## src/rtl/alu_sequencer.sv

```systemverilog
// alu_sequencer: multicycle request/response controller that feeds a combinational ALU and owns the Z register
// Ports:
//   i_clock, i_clear (sync active-low reset)
//   request : i_req_valid, o_req_ready, i_req_opcode[4:0], i_req_ra[31:0], i_req_rb[31:0]
//   ALU     : o_alu_a[31:0], o_alu_b[31:0], o_alu_op[4:0] (registered, held through EXEC), i_alu_rc[63:0]
//   response: o_rsp_valid, i_rsp_ready, o_zhi[31:0], o_zlo[31:0], o_rsp_err
//   status  : o_busy, o_op_count[15:0]
module alu_sequencer #(
  parameter int ALU_CYCLES = 1,
  parameter int MUL_CYCLES = 4,
  parameter int DIV_CYCLES = 8
) (
  input  logic        i_clock,
  input  logic        i_clear,
  input  logic        i_req_valid,
  output logic        o_req_ready,
  input  logic [4:0]  i_req_opcode,
  input  logic [31:0] i_req_ra,
  input  logic [31:0] i_req_rb,
  output logic [31:0] o_alu_a,
  output logic [31:0] o_alu_b,
  output logic [4:0]  o_alu_op,
  input  logic [63:0] i_alu_rc,
  output logic        o_rsp_valid,
  input  logic        i_rsp_ready,
  output logic [31:0] o_zhi,
  output logic [31:0] o_zlo,
  output logic        o_rsp_err,
  output logic        o_busy,
  output logic [15:0] o_op_count
);
  localparam logic [4:0] OP_MUL = 5'b01111;
  localparam logic [4:0] OP_DIV = 5'b10000;
  typedef enum logic [1:0] {IDLE, EXEC, RESP} state_t;
  state_t      r_state;
  logic [7:0]  r_cnt;
  logic [31:0] r_alu_a, r_alu_b, r_zhi, r_zlo;
  logic [4:0]  r_alu_op;
  logic        r_rsp_valid, r_rsp_err;
  logic [15:0] r_op_count;
  logic        w_legal, w_div0;
  logic [7:0]  w_cnt_init;
  always_comb begin
    w_legal = i_req_opcode inside {5'b00011, 5'b00100, 5'b00101, 5'b00110, 5'b00111, 5'b01000,
                                   5'b01001, 5'b01010, 5'b01011, OP_MUL, OP_DIV, 5'b10001, 5'b10010};
    w_div0 = (i_req_opcode == OP_DIV) && (i_req_rb == 32'd0);
    // cnt is loaded with N-1 so the capture lands exactly N edges after accept
    w_cnt_init = (i_req_opcode == OP_MUL) ? 8'(MUL_CYCLES - 1) :
                 (i_req_opcode == OP_DIV) ? 8'(DIV_CYCLES - 1) : 8'(ALU_CYCLES - 1);
  end
  always_ff @(posedge i_clock) begin
    if (!i_clear) begin
      r_state     <= IDLE;
      r_cnt       <= 8'd0;
      r_alu_a     <= 32'd0;
      r_alu_b     <= 32'd0;
      r_alu_op    <= 5'd0;
      r_zhi       <= 32'd0;
      r_zlo       <= 32'd0;
      r_rsp_valid <= 1'b0;
      r_rsp_err   <= 1'b0;
      r_op_count  <= 16'd0;
    end else begin
      case (r_state)
        IDLE: if (i_req_valid) begin
          if (w_legal && !w_div0) begin
            r_alu_a  <= i_req_ra;
            r_alu_b  <= i_req_rb;
            r_alu_op <= i_req_opcode;
            r_cnt    <= w_cnt_init;
            r_state  <= EXEC;
          end else begin
            // rejected requests skip the ALU and answer immediately with a zero result
            r_zhi       <= 32'd0;
            r_zlo       <= 32'd0;
            r_rsp_err   <= 1'b1;
            r_rsp_valid <= 1'b1;
            r_state     <= RESP;
          end
        end
        EXEC: if (r_cnt != 8'd0) begin
          r_cnt <= r_cnt - 8'd1;
        end else begin
          r_zhi       <= i_alu_rc[63:32];
          r_zlo       <= i_alu_rc[31:0];
          r_rsp_err   <= 1'b0;
          r_rsp_valid <= 1'b1;
          r_state     <= RESP;
        end
        RESP: if (i_rsp_ready) begin
          r_rsp_valid <= 1'b0;
          r_op_count  <= r_op_count + 16'd1;
          r_state     <= IDLE;
        end
        default: r_state <= IDLE;
      endcase
    end
  end
  assign o_req_ready = (r_state == IDLE);
  assign o_busy      = (r_state != IDLE);
  assign o_alu_a     = r_alu_a;
  assign o_alu_b     = r_alu_b;
  assign o_alu_op    = r_alu_op;
  assign o_zhi       = r_zhi;
  assign o_zlo       = r_zlo;
  assign o_rsp_valid = r_rsp_valid;
  assign o_rsp_err   = r_rsp_err;
  assign o_op_count  = r_op_count;
endmodule

```

## config.mk

```make
export PLATFORM = sky130hd
export DESIGN_NAME = alu_sequencer
export DESIGN_NICKNAME = d
export VERILOG_FILES = /design/src/rtl/alu_sequencer.sv
export SDC_FILE = /design/constraint.sdc
export NUM_CORES = 1
export LEC_CHECK = 0
export CELL_PAD_IN_SITES_DETAIL_PLACEMENT = 0
export CELL_PAD_IN_SITES_GLOBAL_PLACEMENT = 1
export CORE_ASPECT_RATIO = 1.75
export CORE_MARGIN = 3
export CORE_UTILIZATION = 31
export DETAILED_ROUTE_END_ITERATION = 8
export PLACE_DENSITY_LB_ADDON = 0.2
export SLEW_MARGIN = 10
export SYNTH_ARGS = -nofsm -noshare
export SYNTH_HDL_FRONTEND = slang
export SYNTH_SLANG_ARGS = --single-unit
```

## constraint.sdc

```tcl
create_clock -name i_clock -period 2.4 [get_ports i_clock]
set_input_delay 0.48 -clock i_clock [delete_from_list [all_inputs] [get_ports i_clock]]
set_output_delay 0.48 -clock i_clock [all_outputs]
set_load 0.1 [all_outputs]
```

# --- Word level (Yosys, flattened, before mapping) ---
# Cells that the tools add are included.
totals:
  in_bits: 137
  output_inout_bits: 153
  reg_bits: 161
  elab_cells: 73
classes:
  n_mux: 24
  reduce_logical: 16
  n_eq_ne: 21
  n_addsub: 2
ops:
  columns: ["op", "count"]
  rows:
  - ["2-to-1 mux 32 bit", 4]
  - ["case mux 32 bit (2 select lines)", 2]
  - ["logical NOT 32 bit", 1]
  - ["== test 5 x 4 -> 1 bit, second input constant", 5]
  - ["2-to-1 mux 8 bit", 3]
  - ["== test 5 x 3 -> 1 bit, second input constant", 4]
  - ["adder 16 x 1 -> 16 bit, second input constant", 1]
  - ["case mux 8 bit (2 select lines)", 1]
  - ["== test 5 bit, second input constant", 3]
  - ["nonzero test 13 bit", 1]
  - ["inequality test 2 bit, second input constant", 5]
  - ["2-to-1 mux 2 bit", 4]
  - ["AND reduction 4 bit", 2]
  - ["nonzero test 8 bit", 1]
  - ["subtractor 8 x 1 -> 8 bit, second input constant", 1]
  - ["2-to-1 mux 3 bit", 2]
  - ["case mux 2 bit (3 select lines)", 1]
  - ["AND reduction 3 bit", 2]
  - ["== test 5 x 2 -> 1 bit, second input constant", 1]
  - ["2-to-1 mux 1 bit", 5]
  - ["AND reduction 5 bit", 1]
  - ["nonzero test 2 bit", 2]
  - ["case mux 1 bit (3 select lines)", 1]
  - ["nonzero test 3 bit", 1]
  - ["8 further kinds", 9]

# --- Logic depth before layout (Yosys ltp) ---
# Gate-level depths: netlist of the first run.
depth:
  word_depth: 7
  ltp_mapped: 10
  mapped_depth_nobuf: 7

# --- Least setup slack after synthesis of the first run ---
# Ideal clock, no wire load.
synth_timing:
  path_type: "reg2reg"
  startpoint: "register r_state[1]"
  endpoint: "register r_cnt[2]"
  setup_time_ns: 0.116
  required_time_ns: 2.284
  synth_period_minus_slack_ns: 3.303
  path_buffers: 1
  stages_incl_launch_ff: 8
  arrival_ns: 3.187
  slack_ns: -0.903
  cell_sequence: "dfxtp_1 > or2_2 > clkbuf_1 > inv_1 > nand3b_1 > o211a_1 > nor2_1 > a31o_2"
synth_between:
  elab_chain_cells: 3
  word_cells_on_any_way: 8
  classes_between: "4 x eq/ne; 1 x mux; 3 x reduce/logical"
synth_rtl:
  columns: ["element", "line", "text"]
  rows:
  - ["start: declaration", "35", "state_t r_state;"]
  - ["start signal: assignment", "53", "r_state <= IDLE;"]
  - ["start signal: assignment", "71", "r_state <= EXEC;"]
  - ["start signal: assignment", "78", "r_state <= RESP;"]
  - ["logical NOT 2 bit (*)", null, null]
  - ["via o_req_ready", "16", "output logic o_req_ready,"]
  - ["inequality test 2 x 1 -> 1 bit (no source line), or another cell as far along", null, null]
  - ["AND reduction 4 bit (no source line)", null, null]
  - ["end signal: assignment", "70", "r_cnt <= w_cnt_init;"]
  - ["end signal: assignment", "82", "r_cnt <= r_cnt - 8'd1;"]
  - ["end: declaration", "36", "logic [7:0] r_cnt;"]
# Mark *: on every way through the listed nets, which the timed path passes. The rest lies on a longest branch.
# A chain may end at the register's enable or synchronous reset.

# --- Final worst setup path of the first run ---
layout_timing:
  startpoint: "input i_req_rb[12]"
  endpoint: "register r_rsp_err (netlist: o_rsp_err)"
layout_between:
  elab_chain_cells: 6
layout_rtl:
  columns: ["element", "line", "text"]
  rows:
  - ["start: declaration", "19", "input logic [31:0] i_req_rb,"]
  - ["logical NOT 32 bit", "46", "w_div0 = (i_req_opcode == OP_DIV) && (i_req_rb == 32'd0);"]
  - ["logical AND 1 bit", "46", null]
  - ["logical NOT 1 bit", "66", "if (w_legal && !w_div0) begin"]
  - ["logical AND 1 bit", "66", null]
  - ["inequality test 2 bit (no source line)", null, null]
  - ["AND reduction 4 bit (no source line)", null, null]
  - ["end signal: assignment", "61", "r_rsp_err <= 1'b0;"]
  - ["end signal: assignment", "76", "r_rsp_err <= 1'b1;"]
  - ["end signal: assignment", "86", "r_rsp_err <= 1'b0;"]
  - ["end: declaration", "39", "logic r_rsp_valid, r_rsp_err;"]
# No other way between the ends.

==> summary.md, run 1 <==
| Metric | Value |
|---|---|
| Status | finished, final reports clean |
| Max-Cap Viols | 0 |
| Post-Synthesis Mean Instance Area | 8.931 sq um |
| Clock sinks | 161 |
| DR vias | roughly 6.5k |
| Register area share after synthesis | 46.15% |
| CP endpoint kind | flip-flop |
| Worst Path Class, Setup | primary input to flip-flop |
| Adder-cell share of the synthesized area | less than 1% |
| Post-layout util | between 50 and 60% |
| Slew margin rel. | 65.31% |
| Pins Over Slew Limit | 0 |
| Mapped Cells | 782 |
| First-pass GRT wire length | 33,620 um |
| Tcrit/Tclk final | 96.23% |
| WHS Path Cells | 3 |
| CTS root buf | clkbuf_16 |
| Critical Path AT | around 2.7 ns |
| Post-synth top area share | 46.15% |
| Required time of the critical path | 2.77 ns |
| VDD IR max | around 0.36 mV |
| Post-synth ARST share | 0% |
| Prevailing post-synth register cell | dfxtp_1 |
| Worst min path class | primary input to flip-flop |
| DRC viols | 0 |
| GRT Total Usage | 17.24% |
| Layout Cells excl Fill | 1,421 |
| Gpl congestion | 0.7750 |
| Synthesized area | around 7000 sq um |
| Fmax | ~430 MHz |
| Routed wire length | between 20,000 and 25,000 um |
| Netlist cell types | between 50 and 60 |
| Antenna-violating nets left | 0 |
| Most frequent cells in the layout | 216 x nand2_1, 211 x buf_4, 161 x dfxtp_1, 136 x mux2i_1, 114 x clkdlybuf4s50_1 |
| I/O Pins | 290 |
| Crit Path Max Fanout | 8 |
| Nets | about 1.3k |
| Tot Pwr | 7.699 mW |
| Die Wd | 119.5 um |
| Compound-Gate Fraction of Synth Area | 4.497% |
| Routed len/inst | 15.25 um |
| Area growth from synthesis to layout | 59.08% |
| DP HPWL | 15,740 um |
| Yosys warns | 0 |
| Initial detailed-routing violation count | 326 |
| Ranking of synthesized cells by area | dfxtp_1 46%, mux2i_1 19%, nand2_1 12% |
| Die Height | 204.6 um |
| Core area | 22,160 sq um |
| Die ar. | 24,440 sq um |
| CTS buffer count | 17 |
| Pin count of the biggest net entering global routing | between 100 and 150 |
| Max clock buf depth | 2 |
| Placed insts | 1,382 |
| Hold buffer count at cts | 0 |
| Wire length on met3 | 1543 um |
| Min Tclk post-route | 2.310 ns |
| Via/cell ratio | 4.600 |
| Worst-path clk slew | about 0.060 ns |
| Global route total overflow | 0 |
| 1st-pass router iterations | 4 |
| Port Buffers | 289 |
| DR top layer | met4 |
| Layout cells sized above 1 | approximately a quarter |
| Commonest non-fill, non-tap cell in the layout | nand2_1 |
| Startpoint Class | primary input |
| Post-synthesis mux area share | between 15 and 20% |
| Row count | between 70 and 80 |
| Number of synthesized flops with an enable pin | 0 |
| Setup TNS | 0 ns |
| Clk Latency, worst-skew pair | approximately 0.42 ns |
| Leak | roughly 4.6 nW |
| Syn_nets | 922 |
| PwrDens | around 690 nW/um^2 |
| H-tree levels | 4 |
| Initial antenna violation count | 1 |
| Post-Synth XOR/XNOR Area | 1.505% |
| Fill count | 2,168 |
| CTS tree | done |
| Vias in the first global route | 6,361 |
| Simple logic cell fraction of the synthesized area | 23.02% |
| Hold Vio Cnt, Final | 0 |
| Worst R2R Path Depth | 12 |
| Final Setup Violations | 0 |
| Wire length on met2 | roughly 11,000 um |
| Main combinational cell family by area after synthesis | simple AND/OR/NAND/NOR gates |
| Met1 WL | 8546 um |
| Seq cells post-synth | 161 |
| Worst Skew | about 0.0066 ns |
| Largest area contributor in the synthesized netlist | dfxtp_1 |
| Initial Util | 31.52% |
| Worst slew pin tran | 0.5204 ns |
## stage by stage
stage,instance area (sq um),setup WS [ns],hold slack (ns)
global route,11110,-0.01713,0.3586
finish,11110,0.09044,0.3602
global placement,10340,-0.6542,0.4395
detailed placement,10340,-0.6616,0.4462
floorplan,6992,0.01915,0.4700
CTS,11010,0.007172,0.4521
## path summary, 6_finish.rpt
kind                start          end  slack, ns
max          i_req_rb[12]    o_rsp_err       0.09
min reg2reg   o_rsp_valid  o_rsp_valid       0.45
max reg2reg      r_cnt[1]    o_rsp_err       0.22
min           i_req_rb[8]   o_alu_b[8]       0.36
## timing repair
| action | in CTS | in global routing |
|---|---|---|
| gates resized for setup | 11 | 33 |
| buffers inserted | 5 | 3 |
| endpoints found under the setup margin | 115 | 103 |
| pin swaps | 5 | 13 |
| hold endpoints to repair | 0 | 0 |
| cloned | 1 | 1 |
## Yosys cell counts (2+ instances only)
cell type,n
buf_4,7
nor2b_1,3
buf_8,4
nor2_1,20
mux2i_1,136
a311oi_1,2
ha_1,3
o21ai_0,8
or3_1,4
xnor2_1,7
a21o_1,3
nand2_1,217
nand3b_1,3
and4_1,2
nand4_1,8
nor4_1,14
inv_1,6
xor2_1,5
nand3_1,72
a31oi_1,6
nor3_1,4
nand2b_1,4
buf_6,3
clkbuf_1,43
a211oi_1,2
dfxtp_1,161
a21oi_1,10
o211a_1,2
## report_power, final
group          total (mW)  internal [mW]  switching, mW
Clock                2.62           1.53           1.09
Sequential           2.86           2.79         0.0701
Combinational        2.22          0.801           1.42
Total                7.70           5.12           2.58
## final cells by class
type | count | area, sq um | area share [%]
Antenna cell | 1 | 2.502 | 0.02252
Clock buffer | 22 | 444.2 | 3.998
Clock inverter | 9 | 110.1 | 0.9910
Inverter | 6 | 26.28 | 0.2365
Multi-Input combinational cell | 557 | 3521 | 31.69
Sequential cell | 161 | 3223 | 29.01
Tap cell | 296 | 370.4 | 3.333
Timing Repair Buffer | 369 | 3413 | 30.72
## worst max-delay path: stages
cell	delay [ns]
clkdlybuf4s50_1	0.43
nor4_2	0.27
nand4_1	0.19
or3_4	0.45
a31oi_4	0.25
buf_12	0.18
buf_12	0.13
buf_8	0.11
buf_4	0.10
o21a_1	0.09
## cells by family (layout without fill, tap and decap cells)
logic type                 Yosys count  after routing
adders and majority gates            3              3
DFF                                161            161
and+or+nand+nor                    361            361
xor gates and xnor gates            12             12
buffers and inverters               64            406
other                                0              1
muxes                              136            136
AOI/OAI and AO/OA                   45             45
## sequential cells by signal, summed over array words and instances, names as in the netlist
signal and flops:
o_rsp_valid 1, o_zhi 32, o_alu_a 32, r_state 2
o_alu_op 5, o_rsp_err 1, o_alu_b 32, o_zlo 32
r_cnt 8, o_op_count 16
## routing by layer
metal,vias up,GRT usage [%]
met2,206,30.14
li1,3334,-
met3,26,5.884
met5,-,0
met4,0,6.432
met1,2971,19.30
Power figures use the tool's default switching activity.
==> run 2, diff against run 1 <==
GPL_TIMING_DRIVEN = 0   (was unset)
==> run 2 against run 1 <==
Final cell count decreased by 1.3%; critical endpoint is now o_zhi[12]; non-clock buffer count decreased by 14; highest routed layer is now met5; global-route usage increased by 1.4 points; worst hold slack improved by 0.026 ns; largest power group unchanged; maximum frequency decreased by 1.1%; critical path depth decreased by 1; largest cell class unchanged; combinational power decreased by 8%; routed wire length increased by 5.9%.
==> summary.md, run 2 (synthesis gave the netlist of run 1 again) <==
| Metric | Value |
|---|---|
| Ant. Diodes | 0 (-1) |
| Area growth from synthesis to layout | 55.63% |
| Core area | 22,160 sq um (unchanged) |
| Commonest non-fill, non-tap cell in the layout | nand2_1 |
| Layout Cells excl Fill | 1,403 (-1.3%) |
| First-pass GRT wire length | 36,030 um (+7.2%) |
| H-tree levels | 4 (unchanged) |
| Worst slew pin tran | 1.045 ns (+0.5247 ns) |
| VDD IR max | 0.4500 mV (+25%) |
| Worst Skew | 0.008998 ns (+0.002372 ns) |
| Die Wd | 119.5 um (unchanged) |
| DR vias | 6,596 (+0.90%) |
| Row count | 72 (unchanged) |
| Die Height | 204.6 um (unchanged) |
| Port Buffers | 288 (-0.35%) |
| Routed len/inst | 16.37 um (+7.3%) |
| Tcrit/Tclk final | 97.29% (+1.1 points) |
| Required time of the critical path | 2.75 ns (-0.02 ns) |
| Gpl congestion | 0.7710 (-0.52%) |
| Unrepaired setup endpoints after global routing | false |
| Hold Vio Cnt, Final | 0 (unchanged) |
| Worst-path clk slew | 0.06 ns (about the same) |
| Dpl cell area | 10,240 sq um (-0.88%) |
| Top delay family on crit path | buffers and inverters |
| Via/cell ratio | 4.701 (+2.2%) |
| 1st-pass router iterations | 4 (unchanged) |
| DP HPWL | 17,800 um (+13%) |
| GRT Total Usage | 18.68% (+1.4 points) |
| Slowest stage cell, crit path | clkdlybuf4s50_1 |
| Nets | 1,238 (-1.1%) |
| Slew margin rel. | 30.60% (-35 points) |
| PwrDens | 692.0 nW/um^2 (-0.13%) |
| Die ar. | 24,440 sq um (unchanged) |
| Antenna-violating nets left | 0 (unchanged) |
| CP endpoint kind | flip-flop |
| Min Tclk post-route | 2.335 ns (+0.02533 ns) |
| CTS tree | done |
| Max-Cap Viols | 0 (unchanged) |
| Vias in the first global route | 6,680 (+5.0%) |
| Layout cells sized above 1 | 6.143% (-19 points) |
| Global route total overflow | 0 (unchanged) |
| Slowest Stage Delay on Critical Path | 0.46 ns (about the same) |
| CTS root buf | clkbuf_16 |
| Hold buffer count at cts | 0 (unchanged) |
| Worst min path class | primary input to flip-flop |
| I/O Pins | 290 (unchanged) |
| Final instance area | 10,870 sq um (-2.2%) |
| Final Setup Violations | 0 (unchanged) |
| Tot Pwr | 7.522 mW (-2.3%) |
| Critical Path AT | 2.69 ns (about the same) |
| Status | finished, final reports clean |
| Crit Path Max Fanout | 10 (+2) |
| Placed insts | 1,366 (-1.2%) |
| Initial antenna violation count | 1 (unchanged) |
| CTS buffer count | 17 (unchanged) |
| Crit-path cells | clkdlybuf4s50_1 -> nor4_4 -> nand4_1 -> buf_4 -> or3_4 -> a31oi_4 -> buf_12 -> buf_8 -> mux2i_1 |
| Worst Path Class, Setup | primary input to flip-flop |
| Routed wire length | 22,970 um (+5.9%) |
| Fmax | 428.3 MHz (-1.1%) |
| Clock sinks | 161 (unchanged) |
| Initial Util | 31.52% (unchanged) |
| WHS | 0.3862 ns (+0.02596 ns) |
| Pins Over Slew Limit | 0 (unchanged) |
| CP bufs+invs | 4 (-1) |
| DRC viols | 0 (unchanged) |
| Initial detailed-routing violation count | 289 (-11%) |
| Leak | 4.911 nW (+6.1%) |
| Clk Latency, worst-skew pair | 0.43 ns (about the same) |
| Max clock buf depth | 2 (unchanged) |
| Pin count of the biggest net entering global routing | 17 (-86%) |
| Startpoint Class | primary input |
| Post-layout util | 49.05% (-1.1 points) |
| Most frequent cells in the layout | 216 x nand2_1, 161 x dfxtp_1, 136 x mux2i_1, 133 x clkdlybuf4s50_1, 129 x dlygate4sd2_1 |
## run 2: changes by cell type in the layout (fill, tap and decap cells not counted), moves of 2 or more
cell             delta
buf_12             -14
buf_4             -195
clkbuf_1           +39
clkbuf_4            +2
clkdlybuf4s50_1    +19
clkinvlp_4          -3
dlygate4sd2_1     +126
dlymetal6s2s_1      +6
nor4_1              +2
nor4_4              -2
## run 2: report_power, final
group	switching, mW	internal [mW]
clock	1.06	1.56
sequential	0.0611	2.79
combinational	1.41	0.646
total	2.52	5.00
## run 2: worst paths after layout
kind | startpoint | endpoint | slack, ns | depth (start not counted)
worst max-delay path | i_req_rb[27] | o_zhi[12] | 0.07 | 9
worst min register to register | o_rsp_valid | o_rsp_valid | 0.45 | 2
worst max register to register | r_state[0] | r_cnt[7] | 0.13 | 6
worst min-delay path | i_req_rb[8] | o_alu_b[8] | 0.39 | 3
## run 2: stage by stage
stage	setup slack, ns	TNS (ns)
2_1_floorplan	0.01915	0
3_3_place_gp	-0.7728	-85.04
3_5_place_dp	-0.8102	-87.51
4_1_cts	0.0001696	0
5_1_grt	0.001677	0
6_report	0.06511	0
## run 2: tightest hold or removal path: cells and delay by family
kind / cells / cell delay (ns)
muxes: 1 / 0.06
and+or+nand+nor: 1 / 0.07
buffers and inverters: 1 / 0.16
## run 2: area by class of cell
| cell class | instances | area, sq um |
|---|---|---|
| Buffer | 58 | 337.8 |
| Inverter | 6 | 26.28 |
| Multi-Input combinational cell | 557 | 3503 |
| Clock inverter | 6 | 83.83 |
| Tap cell | 296 | 370.4 |
| Sequential cell | 161 | 3223 |
| Fill cell | 2300 | 11290 |
| Timing Repair Buffer | 297 | 2860 |
| Clock buffer | 22 | 464.2 |
## run 2: metal layers
layer	vias up	wire length, um	global-route usage [%]
met1	3030	8692	19.87
met4	2	425	5.162
met2	228	12110	34.93
li1	3309	-	-
met5	-	7	0
met3	27	1733	6.160
## run 2: repair_timing
| item | 4_1_cts | 5_1_grt |
|---|---|---|
| setup buffers | 4 | 5 |
| pin swaps | 3 | 2 |
| gates resized for setup | 147 | 33 |
| endpoints found under the setup margin | 261 | 73 |
